## config.mk

```make
export PLATFORM = sky130hd
export DESIGN_NAME = logic_updown_counter_n_flat
export DESIGN_NICKNAME = d
export VERILOG_FILES = /design/src/rtl/logic_updown_counter_n_if.sv /design/src/rtl/logic_updown_counter_n.sv /design/src/flat_wrapper.sv
export SDC_FILE = /design/constraint.sdc
export NUM_CORES = 1
export LEC_CHECK = 0
export CORE_AREA = 2 2 39 41
export DETAILED_ROUTE_END_ITERATION = 8
export DIE_AREA = 0 0 41 43
export GPL_ROUTABILITY_DRIVEN = 1
export PLACE_DENSITY_LB_ADDON = 0.3
export SYNTH_ARGS = -nofsm -noshare
export SYNTH_HDL_FRONTEND = slang
export SYNTH_SLANG_ARGS = --single-unit
```

## constraint.sdc

```tcl
create_clock -name CP -period 1.93 [get_ports CP]
set_input_delay 0.386 -clock CP [delete_from_list [all_inputs] [get_ports CP]]
set_output_delay 0.386 -clock CP [all_outputs]
set_load 0.02 [all_outputs]
```

## src/rtl/logic_updown_counter_n_if.sv

```systemverilog
// logic_updown_counter_n_if
//   Groups the control, data and cascade signals of one up/down counter stage.
//   Clock (CP) and reset (MR) are plain ports on the counter itself.
//
//   nCE  count enable, active-low
//   nUD  direction, 0 = up, 1 = down
//   nPL  synchronous parallel load, active-low
//   D    parallel load data
//   Q    registered count
//   TC   terminal count (combinational)
//   nRC  ripple carry to the next stage, active-low (combinational)
//
//   master: the stimulus side (drives controls, observes count/cascade)
//   slave : the counter
`timescale 1ns/1ps
interface logic_updown_counter_n_if #(
  parameter int WIDTH = 4
);
  logic             nCE;
  logic             nUD;
  logic             nPL;
  logic [WIDTH-1:0] D;
  logic [WIDTH-1:0] Q;
  logic             TC;
  logic             nRC;

  modport master (output nCE, nUD, nPL, D, input  Q, TC, nRC);
  modport slave  (input  nCE, nUD, nPL, D, output Q, TC, nRC);
endinterface

```

## src/rtl/logic_updown_counter_n.sv

```systemverilog
// logic_updown_counter_n
//   Presettable synchronous binary up/down counter with programmable modulus
//   and cascade outputs. The count cycles 0..MODULUS-1; stages cascade by
//   driving the upper stage's nCE from the lower stage's nRC on a shared CP.
//
//   Parameters
//     WIDTH    counter width in bits (1..32)
//     MODULUS  count range (2..2**WIDTH), default 2**WIDTH
//   Ports
//     CP   clock, rising edge
//     MR   asynchronous active-high clear
//     bus  slave modport: nCE, nUD, nPL, D in; Q, TC, nRC out
//
//   Per-edge priority: MR > nPL > nCE. The only state is the count register.
`timescale 1ns/1ps
module logic_updown_counter_n #(
  parameter int              WIDTH   = 4,
  parameter longint unsigned MODULUS = 64'(1) << WIDTH
) (
  input  logic                             CP,
  input  logic                             MR,
  logic_updown_counter_n_if.slave          bus
);

  // Reject impossible configurations at elaboration time.
  generate
    if (WIDTH < 1 || WIDTH > 32) begin : g_bad_width
      $error("logic_updown_counter_n: WIDTH must be 1..32");
    end
    if (MODULUS < 2 || MODULUS > (64'(1) << WIDTH)) begin : g_bad_mod
      $error("logic_updown_counter_n: MODULUS must be 2..2**WIDTH");
    end
  endgenerate

  localparam logic [WIDTH-1:0] MAX  = WIDTH'(MODULUS - 64'(1));
  localparam logic [WIDTH-1:0] ZERO = '0;
  localparam logic [WIDTH-1:0] ONE  = WIDTH'(1);

  logic [WIDTH-1:0] q_q, q_d;
  logic             tc;

  // Next-count selection. A loaded value above MAX is legal; the ">= MAX"
  // (up) and "> MAX" (down) tests pull such a value back into range on the
  // next count instead of letting it run on past the modulus.
  always_comb begin
    q_d = q_q;
    if (!bus.nPL) begin
      q_d = bus.D;
    end else if (!bus.nCE) begin
      if (!bus.nUD) begin
        q_d = (q_q >= MAX) ? ZERO : q_q + ONE;
      end else begin
        q_d = (q_q == ZERO || q_q > MAX) ? MAX : q_q - ONE;
      end
    end
  end

  always_ff @(posedge CP or posedge MR) begin
    if (MR) q_q <= '0;
    else    q_q <= q_d;
  end

  // Terminal count follows the direction input with no clock involved, so a
  // cascade sees the correct carry as soon as nUD or the count changes.
  always_comb begin
    tc = bus.nUD ? (q_q == ZERO) : (q_q == MAX);
  end

  assign bus.Q   = q_q;
  assign bus.TC  = tc;
  assign bus.nRC = ~(tc & ~bus.nCE);

endmodule
```

## src/flat_wrapper.sv

```systemverilog
// flat-port wrapper written by rule: the top's interface ports become plain ports
module logic_updown_counter_n_flat 
#(
  parameter int              WIDTH   = 4,
  parameter longint unsigned MODULUS = 64'(1) << WIDTH
)
  (CP, MR, bus_nCE, bus_nUD, bus_nPL, bus_D, bus_Q, bus_TC, bus_nRC);
  logic_updown_counter_n_if #(.WIDTH(WIDTH)) bus_i ();
  input  logic CP;
  input  logic MR;
  input wire logic [$bits(bus_i.nCE)-1:0] bus_nCE;
  input wire logic [$bits(bus_i.nUD)-1:0] bus_nUD;
  input wire logic [$bits(bus_i.nPL)-1:0] bus_nPL;
  input wire logic [$bits(bus_i.D)-1:0] bus_D;
  output wire logic [$bits(bus_i.Q)-1:0] bus_Q;
  output wire logic [$bits(bus_i.TC)-1:0] bus_TC;
  output wire logic [$bits(bus_i.nRC)-1:0] bus_nRC;
  assign bus_i.nCE = bus_nCE;
  assign bus_i.nUD = bus_nUD;
  assign bus_i.nPL = bus_nPL;
  assign bus_i.D = bus_D;
  assign bus_Q = bus_i.Q;
  assign bus_TC = bus_i.TC;
  assign bus_nRC = bus_i.nRC;
  logic_updown_counter_n #(.WIDTH(WIDTH), .MODULUS(MODULUS)) u_core (.CP(CP), .MR(MR), .bus(bus_i));
endmodule
```

; Yosys cells after proc, flatten, opt, wreduce, memory -nomap -nowiden
; Cells that the tools add are included.
; Widths: inputs -> output; s select.
[totals]
regBits = 4
inputBits = 9
out_inout_bits = 6
wordCells = 18
[classes]
n_addsub = 2
n_lt_le_gt_ge = 2
n_eq_ne = 2
muxes = 6
bitwise = 3
n_reduce_logical = 2
[ops]
columns = operator, n
row1 = $mux 4, 5
row2 = $add 4x1->4 const B, 1
row3 = $eq 4x4->1 const B, 1
row4 = $ge 4x4->1 const B, 1
row5 = $gt 4x4->1 const B, 1
row6 = $logic_not 4->1, 1
row7 = $sub 4x1->4 const B, 1
row8 = $ne 2x2->1 const B, 1
row9 = $not 1->1, 2
row10 = $and 1x1->1, 1
row11 = $logic_or 1x1->1, 1
row12 = $mux 1, 1

; Longest topological paths before layout
[depth]
ltp_word = 6
depth_mapped = 6
ltp_nobuf = 6

; Worst setup path before layout
; OpenSTA, ideal clock, no wires.
[synth_path]
path_type = register to output
from = reg u_core.q_q[0] (netlist: u_core.bus.Q[0])
to = out bus_nRC
t_arrival_ps = 1743
required_time_ps = 1544
path_slack_ps = -199
stages_incl_launch_ff = 5
path_buffers = 0
cell_sequence = dfrtp_1 -> ha_1 -> inv_1 -> o31ai_1 -> nand2b_1
[synth_between]
elab_chain_len = 4
word_cells_on_any_way = 5
classes_between = eq/ne (1) / mux (1) / bitwise (2) / reduce/logical (1)
[synth_rtl]
columns = element, line
row1 = "start, declared", logic_updown_counter_n.sv:39  ; logic [WIDTH-1:0] q_q, q_d;
row2 = "start signal, assigned", logic_updown_counter_n.sv:60  ; else q_q <= q_d;
row3 = $eq 4x4->1 / $logic_not 4->1 (equally long branches), logic_updown_counter_n.sv:66  ; tc = bus.nUD ? (q_q == ZERO) : (q_q == MAX);
row4 = $mux 1 *, logic_updown_counter_n.sv:66
row5 = named net bus_TC, flat_wrapper.sv:16  ; output wire logic [$bits(bus_i.TC)-1:0] bus_TC;
row6 = $and 1x1->1 *, logic_updown_counter_n.sv:71  ; assign bus.nRC = ~(tc & ~bus.nCE);
row7 = $not 1->1 *, logic_updown_counter_n.sv:71
row8 = "end, declared", flat_wrapper.sv:17  ; output wire logic [$bits(bus_i.nRC)-1:0] bus_nRC;
; Mark *: on every way through the listed nets, which the timed path passes. The rest lies on a longest branch.

; Worst setup path after layout
[layout_path]
from = in bus_nUD
to = out bus_nRC
[layout_between]
elab_chain_len = 3
[layout_rtl]
columns = element, line
row1 = "start, declared", flat_wrapper.sv:12  ; input wire logic [$bits(bus_i.nUD)-1:0] bus_nUD;
row2 = $mux 1, logic_updown_counter_n.sv:66
row3 = $and 1x1->1, logic_updown_counter_n.sv:71
row4 = $not 1->1, logic_updown_counter_n.sv:71
; No other way between the ends.

==> results.sh <==
export IMPL_place_ws_ps=-260
export IMPL_p_per_area_nw_per_um2=668
export IMPL_grt_pass1_vias=345
export IMPL_crit_slowest_cell="clkdlybuf4s50_1"
export IMPL_place_area_um2=571
export IMPL_worst_pin_slew_ps=303
export IMPL_ys_async_sr_fraction_pct=100
export IMPL_worstReg2RegStart="u_core.bus.Q[1]"
export IMPL_synth_warnings=0
export IMPL_numClockSinks=4
export IMPL_cp_cell_sequence="clkdlybuf4s50_1, nand4bb_1, o31ai_2, nand2b_1, clkbuf_2"
export IMPL_io_buffers=14
export IMPL_timing_rr_end="u_core.bus.Q[3]"
export IMPL_end_kind="output port"
export IMPL_worst_r2r_cell_count=5
export IMPL_cts_tree="built"
export IMPL_root_buffer="clkbuf_4"
export IMPL_antenna_found_initial=0
export IMPL_syn_num_nets=53
export IMPL_max_freq_mhz=563
export IMPL_ys_types=24
export IMPL_rsz0062_at_grt="false"
export IMPL_area_growth_pct=60.7
export IMPL_grt_pass1_wl_mm=1.37
export IMPL_skew_ps=1.10
export IMPL_grt_max_degree=9
export IMPL_clkLatencyLatePin_ps=230
export IMPL_max_stage_delay_ps=510
export IMPL_dp_cells=77
export IMPL_routedWlPerCell_um=9.98
export IMPL_path_max_fanout=3
export IMPL_cts_htree_levels=1
export IMPL_ff2ff_setup_slack_ps=460
export IMPL_grt_overflow=0
export IMPL_peakVddDrop_v=0.000291
export IMPL_synth_top_area_share_pct=27.6
export IMPL_fillCellCount=145
export IMPL_largest_reg_flops=4
export IMPL_rows=14
export IMPL_gp_congestion=0.731
export IMPL_synth_most_common_cell="inv_1"
export IMPL_drive_gt1_share_pct=26.6
export IMPL_synth_top_cells_by_count="5 x inv_1, 4 x dfrtp_1, 3 x a21oi_1, 3 x nand2_1, 3 x nor2_1"
export IMPL_hold_violations=0
export IMPL_finalWorstSetupSlack_ps=154
export IMPL_worstSetupPathType="primary input to output port"
export IMPL_cts_buffers=3
export IMPL_start_util_pct=26.2
export IMPL_synth_area_leader_cell="dfrtp_1"
export IMPL_nNetsFinal=77
export IMPL_core_area_um2=1380
export IMPL_path_clk_slew_ps=40
export IMPL_hold_class="primary input to asynchronous set/reset pin"
export IMPL_setup_viol=0
export IMPL_status="completed"
export IMPL_drt_iter0_drc=11
export IMPL_p_leak_nw=0.263
export IMPL_syn_area_um2=363
export IMPL_io_pins=15
export IMPL_synthCells=42
export IMPL_cp_required_ps=1540
export IMPL_antennaDiodeCount=0
export IMPL_syn_area_per_cell_um2=8.64
export IMPL_fin_total_pwr_mw=0.389
export IMPL_worst_slew_margin_rel_pct=79.8
export IMPL_yosys_top_cells_area="dfrtp_1 28%, ha_1 6.9%, and4b_1 5.5%"
export IMPL_min_period_over_period_pct=92.0
export IMPL_die_y_um=43
export IMPL_ant_nets=0
export IMPL_vias=384
export IMPL_layoutNonFillerInstCount=80
export IMPL_die_area_um2=1760
export IMPL_fin_crit_ps=1780
export IMPL_dp_hpwl_um=686
export IMPL_synth_ff_type="dfrtp_1"
export IMPL_synth_seq_area_share_pct=27.6
export IMPL_via_per_inst=4.80
export IMPL_routed_wl_um=798
export IMPL_cts_buffer_depth=2
export IMPL_seqCellArea_um2=100
export IMPL_finalInstanceArea_um2=583
export IMPL_grt_use_total_pct=11.4
export IMPL_finalSetupTns_ps=0
export IMPL_worst_ep_arrival_time_ps=1390
export IMPL_drc=0
export IMPL_cp_start_kind="primary input"
export IMPL_maxCapViolCount=0
export IMPL_cts_setup_buffers=0
export IMPL_dieWidth_um=41
export IMPL_yosys_register_bits=4
export IMPL_synth_edff_count=0
export IMPL_first_pass_iters=3
export IMPL_multi_input_area_um2=231
export IMPL_slew_violations=0
## how the worst max path moves through the flow
| stage | startpoint | endpoint | slack, ps | depth (start not counted) |
|---|---|---|---|---|
| after global placement | bus_nUD | bus_TC | -240 | 4 |
| after global routing | bus_nUD | bus_nRC | 50 | 5 |
| final | bus_nUD | bus_nRC | 150 | 5 |
| after CTS | bus_nUD | bus_nRC | 10 | 5 |
| after floorplan | u_core.bus.Q[0] | bus_nRC | 30 | 4 |
| after detailed placement | bus_nUD | bus_TC | -260 | 4 |
## layout by cell type (no fill, tap or decap)
| cell type | n |
|---|---|
| o21ai_1 | 1 |
| a311oi_1 | 1 |
| nor2_1 | 3 |
| o31a_2 | 1 |
| nor4_1 | 1 |
| o2111ai_1 | 1 |
| nand4bb_1 | 1 |
| nand2b_1 | 1 |
| clkbuf_2 | 2 |
| dfrtp_1 | 4 |
| a21oi_1 | 3 |
| o31ai_2 | 1 |
| mux2_2 | 1 |
| a32o_1 | 1 |
| inv_1 | 5 |
| and4b_1 | 2 |
| mux2i_1 | 2 |
| nor2b_2 | 1 |
| ha_1 | 2 |
| nand2_1 | 3 |
| xnor2_1 | 2 |
| buf_4 | 8 |
| clkbuf_4 | 3 |
| o21ai_0 | 1 |
| clkdlybuf4s50_1 | 12 |
| a211oi_1 | 1 |
## repair_timing
action | in CTS | in global routing
hold buffers | 0 | 0
endpoints found under the setup margin | 2 | 2
resized for setup | 3 | 3
## cells by family (layout without fill, tap and decap cells)
logic type / after synthesis / in the layout / share of synthesized area, %
xor+xnor: 2 / 2 / 4.83
flops: 4 / 4 / 27.6
buf+inv: 8 / 30 / 10.0
compound gates: 11 / 11 / 21.4
mux: 3 / 3 / 8.62
simple gates: 12 / 12 / 20.7
fa+ha+maj: 2 / 2 / 6.90
## per-layer routing
metal | global-route usage [%] | wire length, um | up-vias
met5 | 0 | 0 | -
met4 | 8.00 | 0 | 0
met3 | 0 | 45 | 0
met2 | 17.5 | 419 | 11
met1 | 14.7 | 334 | 175
li1 | - | - | 198
## where the power goes
part | internal [mW] | leakage (nW) | switching (mW) | total [mW]
Clock | 0.0693 | 0.0138 | 0.0306 | 0.100
Combinational | 0.0997 | 0.202 | 0.0836 | 0.183
Sequential | 0.0962 | 0.0466 | 0.00975 | 0.106
Total | 0.265 | 0.263 | 0.124 | 0.389
## area by class of cell
class | count | area share [%]
Clock buffer | 3 | 3.86
Inverter | 5 | 3.22
Multi-Input combinational cell | 30 | 39.7
Sequential cell | 4 | 17.2
Tap cell | 16 | 3.43
Timing Repair Buffer | 22 | 32.6
## metrics by stage
step                      util, %  hold WS (ps)
final                        42.1           336
after global routing         42.1           357
after CTS                    42.8           334
after detailed placement     41.2           587
after global placement       41.2           580
after floorplan                 -           152
## critical path, delay by kind of cell
family | cells | cell delay [ps]
buffers and inverters | 2 | 660
AND/OR/NAND/NOR | 2 | 230
AO/OA/AOI/OAI | 1 | 100
Power figures use the tool's default switching activity.
